### src/rtl/vga_pkg.sv
// Shared VGA definitions used by the timing controller and the framebuffer
// arbiter: frame state encoding, default 640x480 timing constants and the
// pixel-coordinate to linear-address helper.
package vga_pkg;

  typedef enum logic {
    S_VBLANK = 1'b0,
    S_ACTIVE = 1'b1
  } frame_state_e;

  // 640x480 @ 60 Hz timing, in pixel clocks / lines.
  localparam int VGA_WIDTH   = 640;
  localparam int VGA_HEIGHT  = 480;
  localparam int H_FRONT     = 16;
  localparam int H_SYNC      = 96;
  localparam int H_BACK      = 48;
  localparam int V_FRONT     = 10;
  localparam int V_SYNC      = 2;
  localparam int V_BACK      = 33;

  // Row-major linear address. Callers truncate to their RAM address width.
  function automatic logic [31:0] xy_to_addr(input logic [31:0] x,
                                             input logic [31:0] y,
                                             input int unsigned w);
    return y * w + x;
  endfunction

endpackage

### src/rtl/vga_write_holding_reg.sv
// One-entry write buffer between the pixel writer and the framebuffer RAM.
// Ports:
//   clk, rst                     clock, synchronous active-high reset
//   wr_valid_i / wr_ready_o      writer handshake; ready while the entry is empty
//   wr_x_i, wr_y_i, wr_data_i    target pixel and value
//   wr_drop_o                    one-cycle pulse after an out-of-range accept
//   issue_i                      arbiter is writing the held entry this cycle
//   full_o, addr_o, data_o       held entry
module vga_write_holding_reg
  import vga_pkg::*;
#(
  parameter int Width      = VGA_WIDTH,
  parameter int Height     = VGA_HEIGHT,
  parameter int PixelWidth = 8,
  parameter int AddrWidth  = $clog2(Width * Height),
  parameter int XWidth     = $clog2(Width),
  parameter int YWidth     = $clog2(Height)
) (
  input  logic                  clk,
  input  logic                  rst,
  input  logic                  wr_valid_i,
  output logic                  wr_ready_o,
  input  logic [XWidth-1:0]     wr_x_i,
  input  logic [YWidth-1:0]     wr_y_i,
  input  logic [PixelWidth-1:0] wr_data_i,
  output logic                  wr_drop_o,
  input  logic                  issue_i,
  output logic                  full_o,
  output logic [AddrWidth-1:0]  addr_o,
  output logic [PixelWidth-1:0] data_o
);

  logic                  full_q;
  logic                  drop_q;
  logic [AddrWidth-1:0]  addr_q;
  logic [PixelWidth-1:0] data_q;
  logic                  accept;
  logic                  in_range;

  assign accept   = wr_valid_i & ~full_q;
  assign in_range = (32'(wr_x_i) < 32'(Width)) && (32'(wr_y_i) < 32'(Height));

  // Accept and issue never coincide: issue needs full_q, accept needs ~full_q.
  always_ff @(posedge clk) begin
    if (rst) begin
      full_q <= 1'b0;
      drop_q <= 1'b0;
      addr_q <= '0;
      data_q <= '0;
    end else begin
      drop_q <= 1'b0;
      if (accept) begin
        if (in_range) begin
          full_q <= 1'b1;
          addr_q <= AddrWidth'(xy_to_addr(32'(wr_x_i), 32'(wr_y_i), Width));
          data_q <= wr_data_i;
        end else begin
          drop_q <= 1'b1;
        end
      end else if (issue_i) begin
        full_q <= 1'b0;
      end
    end
  end

  assign wr_ready_o = ~full_q;
  assign wr_drop_o  = drop_q;
  assign full_o     = full_q;
  assign addr_o     = addr_q;
  assign data_o     = data_q;

endmodule

### src/rtl/vga_framebuffer_arbiter.sv
// Arbitrates one single-port pixel RAM between VGA scanout (always wins) and
// a single buffered pixel writer that is only serviced in blanking windows.
// Also counts completed frames.
// Ports:
//   clk, rst                          clock, synchronous active-high reset
//   disp_line/column/v_on/h_on        scanout position from the timing controller
//   wr_valid/ready/x/y/data, wr_drop  pixel writer interface
//   mem_addr/we/wdata, mem_rdata      RAM port (1-cycle read latency)
//   pixel, pixel_valid                scanout pixel, aligned with RAM read data
//   frame_end, frame_count            end-of-frame pulse and wrapping frame counter
module vga_framebuffer_arbiter
  import vga_pkg::*;
#(
  parameter int Width           = VGA_WIDTH,
  parameter int Height          = VGA_HEIGHT,
  parameter int PixelWidth      = 8,
  parameter bit WriteInHBlank   = 1'b1,
  parameter int AddrWidth       = $clog2(Width * Height),
  parameter int XWidth          = $clog2(Width),
  parameter int YWidth          = $clog2(Height),
  parameter int FrameCountWidth = 16
) (
  input  logic                       clk,
  input  logic                       rst,
  input  logic [YWidth-1:0]          disp_line,
  input  logic [XWidth-1:0]          disp_column,
  input  logic                       disp_v_on,
  input  logic                       disp_h_on,
  input  logic                       wr_valid,
  output logic                       wr_ready,
  input  logic [XWidth-1:0]          wr_x,
  input  logic [YWidth-1:0]          wr_y,
  input  logic [PixelWidth-1:0]      wr_data,
  output logic                       wr_drop,
  output logic [AddrWidth-1:0]       mem_addr,
  output logic                       mem_we,
  output logic [PixelWidth-1:0]      mem_wdata,
  input  logic [PixelWidth-1:0]      mem_rdata,
  output logic [PixelWidth-1:0]      pixel,
  output logic                       pixel_valid,
  output logic                       frame_end,
  output logic [FrameCountWidth-1:0] frame_count
);

  logic                       hr_full;
  logic [AddrWidth-1:0]       hr_addr;
  logic [PixelWidth-1:0]      hr_data;
  logic                       wr_window;
  logic                       issue;
  logic [AddrWidth-1:0]       disp_addr;
  frame_state_e               state_q;
  logic                       frame_end_q;
  logic [FrameCountWidth-1:0] frame_cnt_q;
  logic                       pix_vld_q;

  vga_write_holding_reg #(
    .Width      (Width),
    .Height     (Height),
    .PixelWidth (PixelWidth),
    .AddrWidth  (AddrWidth),
    .XWidth     (XWidth),
    .YWidth     (YWidth)
  ) u_hold (
    .clk        (clk),
    .rst        (rst),
    .wr_valid_i (wr_valid),
    .wr_ready_o (wr_ready),
    .wr_x_i     (wr_x),
    .wr_y_i     (wr_y),
    .wr_data_i  (wr_data),
    .wr_drop_o  (wr_drop),
    .issue_i    (issue),
    .full_o     (hr_full),
    .addr_o     (hr_addr),
    .data_o     (hr_data)
  );

  assign wr_window = ~disp_h_on & (~disp_v_on | WriteInHBlank);
  // Gated by rst so a held write is dropped rather than issued during reset.
  assign issue     = hr_full & wr_window & ~rst;
  assign disp_addr = AddrWidth'(xy_to_addr(32'(disp_column), 32'(disp_line), Width));

  always_comb begin
    mem_addr  = '0;
    mem_we    = 1'b0;
    mem_wdata = hr_data;
    if (disp_h_on) begin
      mem_addr = disp_addr;
    end else if (issue) begin
      mem_addr = hr_addr;
      mem_we   = 1'b1;
    end
  end

  // Frame tracker: frame ends on the falling edge of the vertical window.
  always_ff @(posedge clk) begin
    if (rst) begin
      state_q     <= S_VBLANK;
      frame_end_q <= 1'b0;
      frame_cnt_q <= '0;
    end else begin
      frame_end_q <= 1'b0;
      case (state_q)
        S_VBLANK: if (disp_v_on) state_q <= S_ACTIVE;
        S_ACTIVE: if (!disp_v_on) begin
          state_q     <= S_VBLANK;
          frame_end_q <= 1'b1;
          frame_cnt_q <= frame_cnt_q + 1'b1;
        end
        default:  state_q <= S_VBLANK;
      endcase
    end
  end

  // RAM data arrives one cycle after the address, so delay the qualifier to match.
  always_ff @(posedge clk) begin
    if (rst) pix_vld_q <= 1'b0;
    else     pix_vld_q <= disp_h_on;
  end

  assign pixel_valid = pix_vld_q;
  assign pixel       = pix_vld_q ? mem_rdata : '0;
  assign frame_end   = frame_end_q;
  assign frame_count = frame_cnt_q;

endmodule

### config.mk
export PLATFORM = sky130hd
export DESIGN_NAME = vga_framebuffer_arbiter
export DESIGN_NICKNAME = d
export VERILOG_FILES = /design/src/rtl/vga_pkg.sv /design/src/rtl/vga_write_holding_reg.sv /design/src/rtl/vga_framebuffer_arbiter.sv
export SDC_FILE = /design/constraint.sdc
export NUM_CORES = 1
export LEC_CHECK = 0
export BUFFER_PORTS_ARGS = -buffer_cell sky130_fd_sc_hd__buf_2
export CORE_ASPECT_RATIO = 0.9
export CORE_MARGIN = 10
export CORE_UTILIZATION = 40
export DETAILED_ROUTE_END_ITERATION = 7
export PLACE_DENSITY = 0.66
export SLEW_MARGIN = 20
export SYNTH_ARGS = -nofsm -noshare
export SYNTH_HDL_FRONTEND = slang
export SYNTH_SLANG_ARGS = --single-unit
### constraint.sdc
create_clock -name clk -period 4.1 [get_ports clk]
set_input_delay 0.82 -clock clk [delete_from_list [all_inputs] [get_ports clk]]
set_output_delay 0.82 -clock clk [all_outputs]
set_load 0.02 [all_outputs]
### Word-level counts from Yosys, hierarchy flattened

Cells that the tools add are included.

| cells by class | value |
|---|---|
| $mul | 2 |
| $add $sub $neg | 3 |
| eq/ne operators | 1 |
| bitwise logic cells | 9 |
| shifts and indexed selects | 0 |
| reductions and logical operators | 7 |
| div/mod/pow operators | 0 |
| mux-type cells | 11 |
| $lt $le $gt $ge | 2 |

Operator list:

| cell | count |
|---|---|
| adder 19 x 10 -> 19 bit | 2 |
| two-way mux 19 bit | 2 |
| multiplier 9 x 3 -> 12 bit (second input constant) | 2 |
| adder 16 x 1 -> 16 bit (second input constant) | 1 |
| < comparator 10 bit (second input constant) | 1 |
| < comparator 9 bit (second input constant) | 1 |
| two-way mux 1 bit | 8 |
| two-way mux 8 bit | 1 |
| NOT 1 bit | 6 |
| AND reduction 2 bit | 3 |
| OR reduction 2 bit | 2 |
| bitwise AND 1 bit | 3 |
| != test 2 bit (second input constant) | 1 |
| nonzero test 2 bit | 1 |
| logical AND 1 bit | 1 |

| word-level totals | value |
|---|---|
| bits in latches | 0 |
| bits in writable memories | 0 |
| bits of input ports | 59 |
| output and inout bits | 56 |
| memory bits (read-only) | 0 |
| flip-flop bits (word level) | 48 |
| memories kept | 0 |

### Depth between registers and ports, before layout

Gate-level depths: netlist of the first run.

| logic depth | value |
|---|---|
| word-level depth | 5 |
| gate-level depth with buffers | 10 |
| mapped depth without buffers | 10 |

### By module

Synthesis of the first run repeated with hierarchy kept, for this count alone.

| second synthesis, totals | value |
|---|---|
| cell total of the unflattened synthesis | 424 |
| area total of the unflattened synthesis | 3504.6 µm² |

Modules (own cells, without submodules):

| module | area each (µm²) | cells an instance | times used | sequential area each (µm²) |
|---|---|---|---|---|
| vga_write_holding_reg | 1808.0 | 213 | 1 | 580.6 |
| vga_framebuffer_arbiter | 1696.6 | 211 | 1 | 380.4 |

### Worst setup path before layout of the first run

No wires, ideal clock.

| timing path | value |
|---|---|
| path kind | input -> output |
| from | input disp_line[1] |
| to | output mem_addr[17] |
| data arrival time | 3114 ps |
| required time | 3280 ps |
| path slack | 166 ps |
| stages on the path | 9 |
| cells stage by stage | ha_1 -> ha_1 -> fa_1 -> a211oi_1 -> o21ai_1 -> a211oi_1 -> nand4_1 -> xnor2_1 -> a22o_1 |

| on the way | value |
|---|---|
| cells in the longest elaborated chain, start to end | 3 |

RTL lines:

| what | RTL line | source |
|---|---|---|
| from (decl) | vga_framebuffer_arbiter.sv:25 | `input logic [YWidth-1:0] disp_line,` |
| multiplier 9 x 3 -> 12 bit | vga_pkg.sv:25 | `return y * w + x;` |
| adder 19 x 10 -> 19 bit | vga_pkg.sv:25 |  |
| two-way mux 19 bit | vga_framebuffer_arbiter.sv:87 | `if (disp_h_on) begin` |
| to (decl) | vga_framebuffer_arbiter.sv:35 | `output logic [AddrWidth-1:0] mem_addr,` |

No other way between the ends.

### Worst setup path after layout of the first run

| timing path | value |
|---|---|
| from | input disp_line[1] |
| to | output mem_addr[16] |

Same word-level chain as after synthesis.

==> run_results.csv, run 1 <==
group,metric,value,unit
logic_synthesis,synth_cell_type_count,50,
finish,design_area,0.00424,mm^2
sta,slew-limit-headroom,0.604,
clock_network,clk_latency,300,ps
critical_path,slowest_delay,420,ps
critical_path,crit_path_end_kind,"primary output",
clock_network,cts_root_buf,"clkbuf_8",
global_route,antenna_found_initial,0,
flow_run,drv_cap,0,
sta,fin_worst_skew,15.2,ps
global_route,met3_usage,0.0396,
logic_synthesis,synthArstFlopShare,0,
place,port_buffers,114,
clock_network,ctsLongestPathBuffers,2,
routing,via_count,3246,
pwr,p_int,876,uW
logic_synthesis,avgSynthCellArea,8.13,um^2
sta,hold_viol_final,0,
place,dp_slack,-90.0,ps
clock_network,ctsHtreeMaxLevel,2,
floorplanning,die_h,107,um
sta,setup_viol,0,
critical_path,path_max_fanout,3,
finish,layout_common_cells,"buf_2 (113), nand2_1 (67), dfxtp_1 (48)",
sta,worstMarginPinSlew,591,ps
sta,setup_ws,199,ps
routing,drt-initial-drc-count,111,
logic_synthesis,ys_seq_elements,48,
pwr,powerDensity,312,mW/mm^2
global_route,grt_pass1_wl,15100,um
floorplanning,die_area,0.0124,mm^2
floorplanning,core_area,0.00807,mm^2
place,hpwlAfterDp,7530,um
floorplanning,die_w,116,um
floorplanning,start_util,0.413,
finish,antenna_cells,0,
finish,final_common_cell,"buf_2",
pwr,p_sw,448,uW
routing,drc_errors,0,
logic_synthesis,yosysWarnings,0,
pwr,p_sw_frac,0.338,
global_route,grt_max_degree,44,
clock_network,clock_sinks,48,
critical_path,crit_path_start_kind,"input pin",
pwr,peakVddDrop,0.214,mV
logic_synthesis,yosys_most_used_dff,"dfxtp_1",
sta,max_freq,256,MHz
routing,via_per_inst,5.18,
global_route,grt_usage,0.145,
logic_synthesis,yosysSeqAreaShare,0.288,
pwr,clkPwrFrac,0.263,
routing,drtAntennaViolNets,0,
sta,drv_slew,0,
floorplanning,num_rows,31,
place,post_dp_cell_area,0.00406,mm^2
pwr,seq_power_share,0.380,
logic_synthesis,synth_edf_count,0,
clock_network,post_cts_buffers,0,
global_route,busiest_layer,"met2",
critical_path,cp_data_arrival_time,3080,ps
sta,period_needed,3900,ps
status,status,"finished clean",
routing,first_pass_iters,4,
sta,fin_crit_sh,0.951,
global_route,grt_pass1_vias,3219,
finish,instances_no_fill,627,
routing,drt_wl_total,9210,um
clock_network,clkSlewWorstSetupHoldPaths,90,ps
critical_path,cp_cell_sequence,"buf_2 -> ha_4 -> ha_4 -> fa_2 -> xor2_2 -> nand2_1 -> nor4_2 -> nand3_1 -> xor2_1 -> o21ai_1 -> buf_2",
critical_path,cp_slowest_cell,"fa_2",
place,gp_congestion,0.811,
worst_hold_path,worstHoldPathType,"register to register",
finish,area_growth,27.2,%
floorplanning,io-pin-count,115,
logic_synthesis,synth_cells,410,
routing,wire_per_inst,14.7,um
global_route,grt-ovfl-total,0,
finish,final_layout_size_suffix_gt1_frac,0.284,
global_route,use_met1,0.185,
pwr,pwr-share-comb,0.357,
logic_synthesis,synthesis.area,0.00333,mm^2
sta,setup-tns-final,0,ps
global_route,use_met2,0.239,
sta,rsz0062_at_grt,"false",
clock_network,cts-hold-fix-buffers,0,
critical_path,critPathRequiredTime,3280,ps
critical_path,crit_type,"input pin to primary output",
clock_network,cts_buffers,5,
finish,fillCellCount,812,
logic_synthesis,synth_nets,508,
pwr,leakagePower,0.00196,uW
clock_network,cts_tree,"yes",
place,dp_cells,619,
finish,nNetsFinal,625,
[worst max-delay path, delay by kind of cell]
kind	cells	cell delay [ps]
AND/OR/NAND/NOR	3	650
adder cells (fa/ha/maj)	3	820
buffers and inverters	2	290
AO/OA/AOI/OAI	1	120
XOR/XNOR	2	380
[kinds of logic after synthesis]
family / share of synthesized area
AOI/OAI and AO/OA: 0.192
xor gates and xnor gates: 0.0946
adders and majority gates: 0.155
buffers and inverters: 0.0342
DFF: 0.288
muxes: 0.00300
and+or+nand+nor: 0.233
[metrics by stage]
stage	total power [uW]	hold WS [ps]	util
after CTS	1330	462	0.520
after global routing	1420	477	0.525
after floorplan	829	429	-
final	1320	459	0.525
after detailed placement	971	448	0.503
after global placement	960	441	0.503
[sequential cells by signal (all words and copies together), names as in the netlist]
signal and cells:
u_hold.addr_o 19, frame_count 16, u_hold.data_o 8, frame_end 1, pixel_valid 1, state_q 1, u_hold.full_o 1, u_hold.wr_drop_o 1
[timing repair]
action,4_1_cts,5_1_grt
gates resized for setup,3,8
gates cloned,0,0
endpoints found under the setup margin,2,5
pin swaps,0,6
[cell type report]
cell class              instances  area, um^2  area share
multi-input cells             332        2330       0.549
flip-flops and latches         48         961       0.227
repair buffers                125         656       0.155
well taps                      99         124      0.0292
clock buffers                   5        68.8      0.0162
inverters                      15        56.3      0.0133
clock inverters                 3        46.3      0.0109
[power by group through the flow]
stage	clock, uW	combinational, uW	sequential, uW
CTS	361	465	503
global route	382	529	507
floorplan	0	311	518
finish	349	472	503
global placement	0	448	513
detailed placement	0	457	514
[synth_stat cells, types with 2 or more instances]
library cell / count / area, um^2
nand2_1: 67 / 251
dfxtp_1: 48 / 961
ha_1: 35 / 438
nor2_1: 31 / 116
a21oi_1: 30 / 150
xor2_1: 21 / 184
o21ai_1: 16 / 80.1
xnor2_1: 15 / 131
clkbuf_1: 13 / 48.8
inv_1: 13 / 48.8
a22o_1: 10 / 87.6
nand3_1: 10 / 50.1
and2_1: 9 / 56.3
a211oi_1: 8 / 60.1
nor3_1: 8 / 40.0
a21o_1: 6 / 45.0
nor2b_1: 6 / 37.5
and3_1: 5 / 31.3
o21a_1: 5 / 37.5
or3_1: 5 / 31.3
fa_1: 4 / 80.1
o21ai_0: 4 / 20.0
a22oi_1: 3 / 22.5
nand4_1: 3 / 18.8
nor3b_1: 3 / 22.5
a32oi_1: 2 / 17.5
inv_2: 2 / 7.51
nand2b_1: 2 / 12.5
nand4_4: 2 / 42.5
o2111ai_1: 2 / 17.5
o211ai_1: 2 / 15.0
o31a_1: 2 / 17.5
[metal layers]
| metal | share of wire | wire length (um) |
|---|---|---|
| met1 | 0.46 | 4270 |
| met3 | 0.069 | 637 |
| met4 | 0.0089 | 82 |
| met5 | 0 | 0 |
| met2 | 0.46 | 4220 |
[path summary, 6_finish.rpt]
check / startpoint / cells past startpoint / slack (ps) / to
setup / recovery: disp_line[1] / 11 / 200 / mem_addr[16]
hold / removal: u_hold.data_o[2] / 2 / 460 / u_hold.data_o[2]
setup reg to reg: state_q / 4 / 2510 / frame_count[10]
hold reg to reg: u_hold.data_o[2] / 2 / 460 / u_hold.data_o[2]
(Power assumes the default switching activity.)
==> inputs of run 2 (changes only) <==
--- a/config.mk
+++ b/config.mk
@@ -11,6 +11,7 @@
 export CORE_UTILIZATION = 40
 export DETAILED_ROUTE_END_ITERATION = 7
 export PLACE_DENSITY = 0.66
+export SETUP_SLACK_MARGIN = 0.3
 export SLEW_MARGIN = 20
 export SYNTH_ARGS = -nofsm -noshare
 export SYNTH_HDL_FRONTEND = slang
==> run 2 against run 1 <==
First-iteration DRC count grew 2.7%. Fmax grew 1.9%. Global-route usage barely moved. Die area unchanged. Via count rose by 0.12%. Sequential cell count unchanged. Clock-buffer cell count is the same. Worst setup slack better by 74 ps. Highest routed layer unchanged.
==> run_results.csv, run 2 (synthesis gave the netlist of run 1 again) <==
group,metric,value,unit
finish,area_growth,29.5,%
routing,drt-initial-drc-count,114,
finish,nNetsFinal,624,
sta,rsz0062_at_grt,"true",
place,hpwlAfterDp,7570,um
pwr,leakagePower,0.00198,uW
finish,final_layout_size_suffix_gt1_frac,0.298,
floorplanning,die_h,107,um
critical_path,cp_data_arrival_time,3010,ps
floorplanning,num_rows,31,
finish,fillCellCount,775,
pwr,powerDensity,314,mW/mm^2
clock_network,clkSlewWorstSetupHoldPaths,90,ps
sta,fin_worst_skew,10.9,ps
finish,design_area,0.00432,mm^2
routing,drc_errors,0,
worst_hold_path,min_path_cells,2,
worst_hold_path,worst_hold_startpoint,"u_hold.data_o[6]",
critical_path,reg2reg_slack,2450,ps
floorplanning,start_util,0.413,
clock_network,ctsLongestPathBuffers,2,
critical_path,crit_path_end_kind,"primary output",
floorplanning,die_area,0.0124,mm^2
finish,antenna_cells,0,
critical_path,crit_path_start_kind,"input pin",
critical_path,critPathRequiredTime,3280,ps
critical_path,path_max_fanout,3,
floorplanning,io-pin-count,115,
clock_network,cts_root_buf,"clkbuf_8",
global_route,grt_usage,0.144,
floorplanning,core_area,0.00807,mm^2
place,gp_congestion,0.830,
global_route,grt_pass1_wl,15000,um
sta,slew-limit-headroom,0.612,
global_route,grt_pass1_vias,3087,
finish,largest_reg_flops,19,
worst_hold_path,worstHoldPathType,"register to register",
sta,fin_crit_sh,0.933,
critical_path,rr_startpoint,"frame_count[2]",
global_route,grt-ovfl-total,0,
routing,wire_per_inst,14.9,um
sta,max_freq,261,MHz
critical_path,critPathLaunch,"disp_line[3]",
critical_path,crit_type,"input pin to primary output",
clock_network,clock_sinks,48,
place,post_dp_cell_area,0.00406,mm^2
finish,final_common_cell,"buf_2",
sta,hold_viol_final,0,
routing,via_per_inst,5.19,
routing,drt_wl_total,9340,um
global_route,grt_max_degree,44,
status,status,"finished clean",
clock_network,cts_buffers,5,
pwr,peakVddDrop,0.187,mV
sta,worstMarginPinSlew,580,ps
flow_run,drv_cap,0,
finish,layout_common_cells,"buf_2 (108), nand2_1 (67), dfxtp_1 (48)",
clock_network,cts_tree,"yes",
place,port_buffers,114,
sta,drv_slew,0,
floorplanning,die_w,116,um
sta,setup_viol,0,
critical_path,ff2ff_path_depth,6,
clock_network,ctsHtreeMaxLevel,2,
finish,utilization,0.535,
routing,first_pass_iters,4,
clock_network,clk_latency,300,ps
routing,via_count,3250,
routing,drtAntennaViolNets,0,
sta,period_needed,3830,ps
global_route,antenna_found_initial,0,
-- run 2: changes by cell type in the layout (fill, tap and decap cells not counted), sizes merged --
cell	before	now
buf	125	124
-- run 2: worst paths after layout --
kind,to
max,mem_addr[17]
min reg2reg,u_hold.data_o[6]
min,u_hold.data_o[6]
max reg2reg,frame_count[15]
-- run 2: power breakdown --
group	internal, uW	switching [uW]
clock network	184	172
registers	489	13.8
logic	216	282
-- run 2: timing repair --
item	4_1_cts	5_1_grt
endpoints found under the setup margin	5	5
hold buffers	0	0
setup buffers	1	0
pin swaps	10	7
gates resized for setup	17	11
-- run 2: through the flow --
stage | total power [uW] | setup TNS (ps) | std cells | setup WS (ps) | hold slack (ps)
after floorplan | 833 | 0 | 410 | 247 | 429
after global placement | 962 | -5.68 | 617 | -5.68 | 440
after detailed placement | 973 | -28.9 | 617 | -28.9 | 446
after CTS | 1350 | 0 | 626 | 299 | 459
after global routing | 1440 | 0 | 626 | 155 | 484
final | 1360 | 0 | 626 | 273 | 456
-- run 2: layout make-up --
| class | instances | area [um^2] | area share |
|---|---|---|---|
| tap | 99 | 124 | 0.0287 |
| multi-input combinational | 332 | 2390 | 0.553 |
| inverter | 15 | 56.3 | 0.0130 |
| sequential | 48 | 961 | 0.223 |
| clock inverter | 3 | 46.3 | 0.0107 |
| clock buffer | 5 | 68.8 | 0.0159 |
| timing repair buffer | 124 | 676 | 0.156 |
-- run 2: critical path: stages --
cell      delay [ps]
buf_8            100
ha_4             230
ha_4             160
fa_2             420
a211oi_4         310
o21ai_2           90
a211oi_2         250
nand4_1          130
xnor2_1          150
a22o_1           200
buf_6            130
-- run 2: routing by layer --
layer,GRT usage,part of all wire,wire length [um]
met1,0.185,0.45,4210
met2,0.227,0.45,4190
met3,0.0491,0.090,845
met4,0.0357,0.010,96
met5,0,0,0
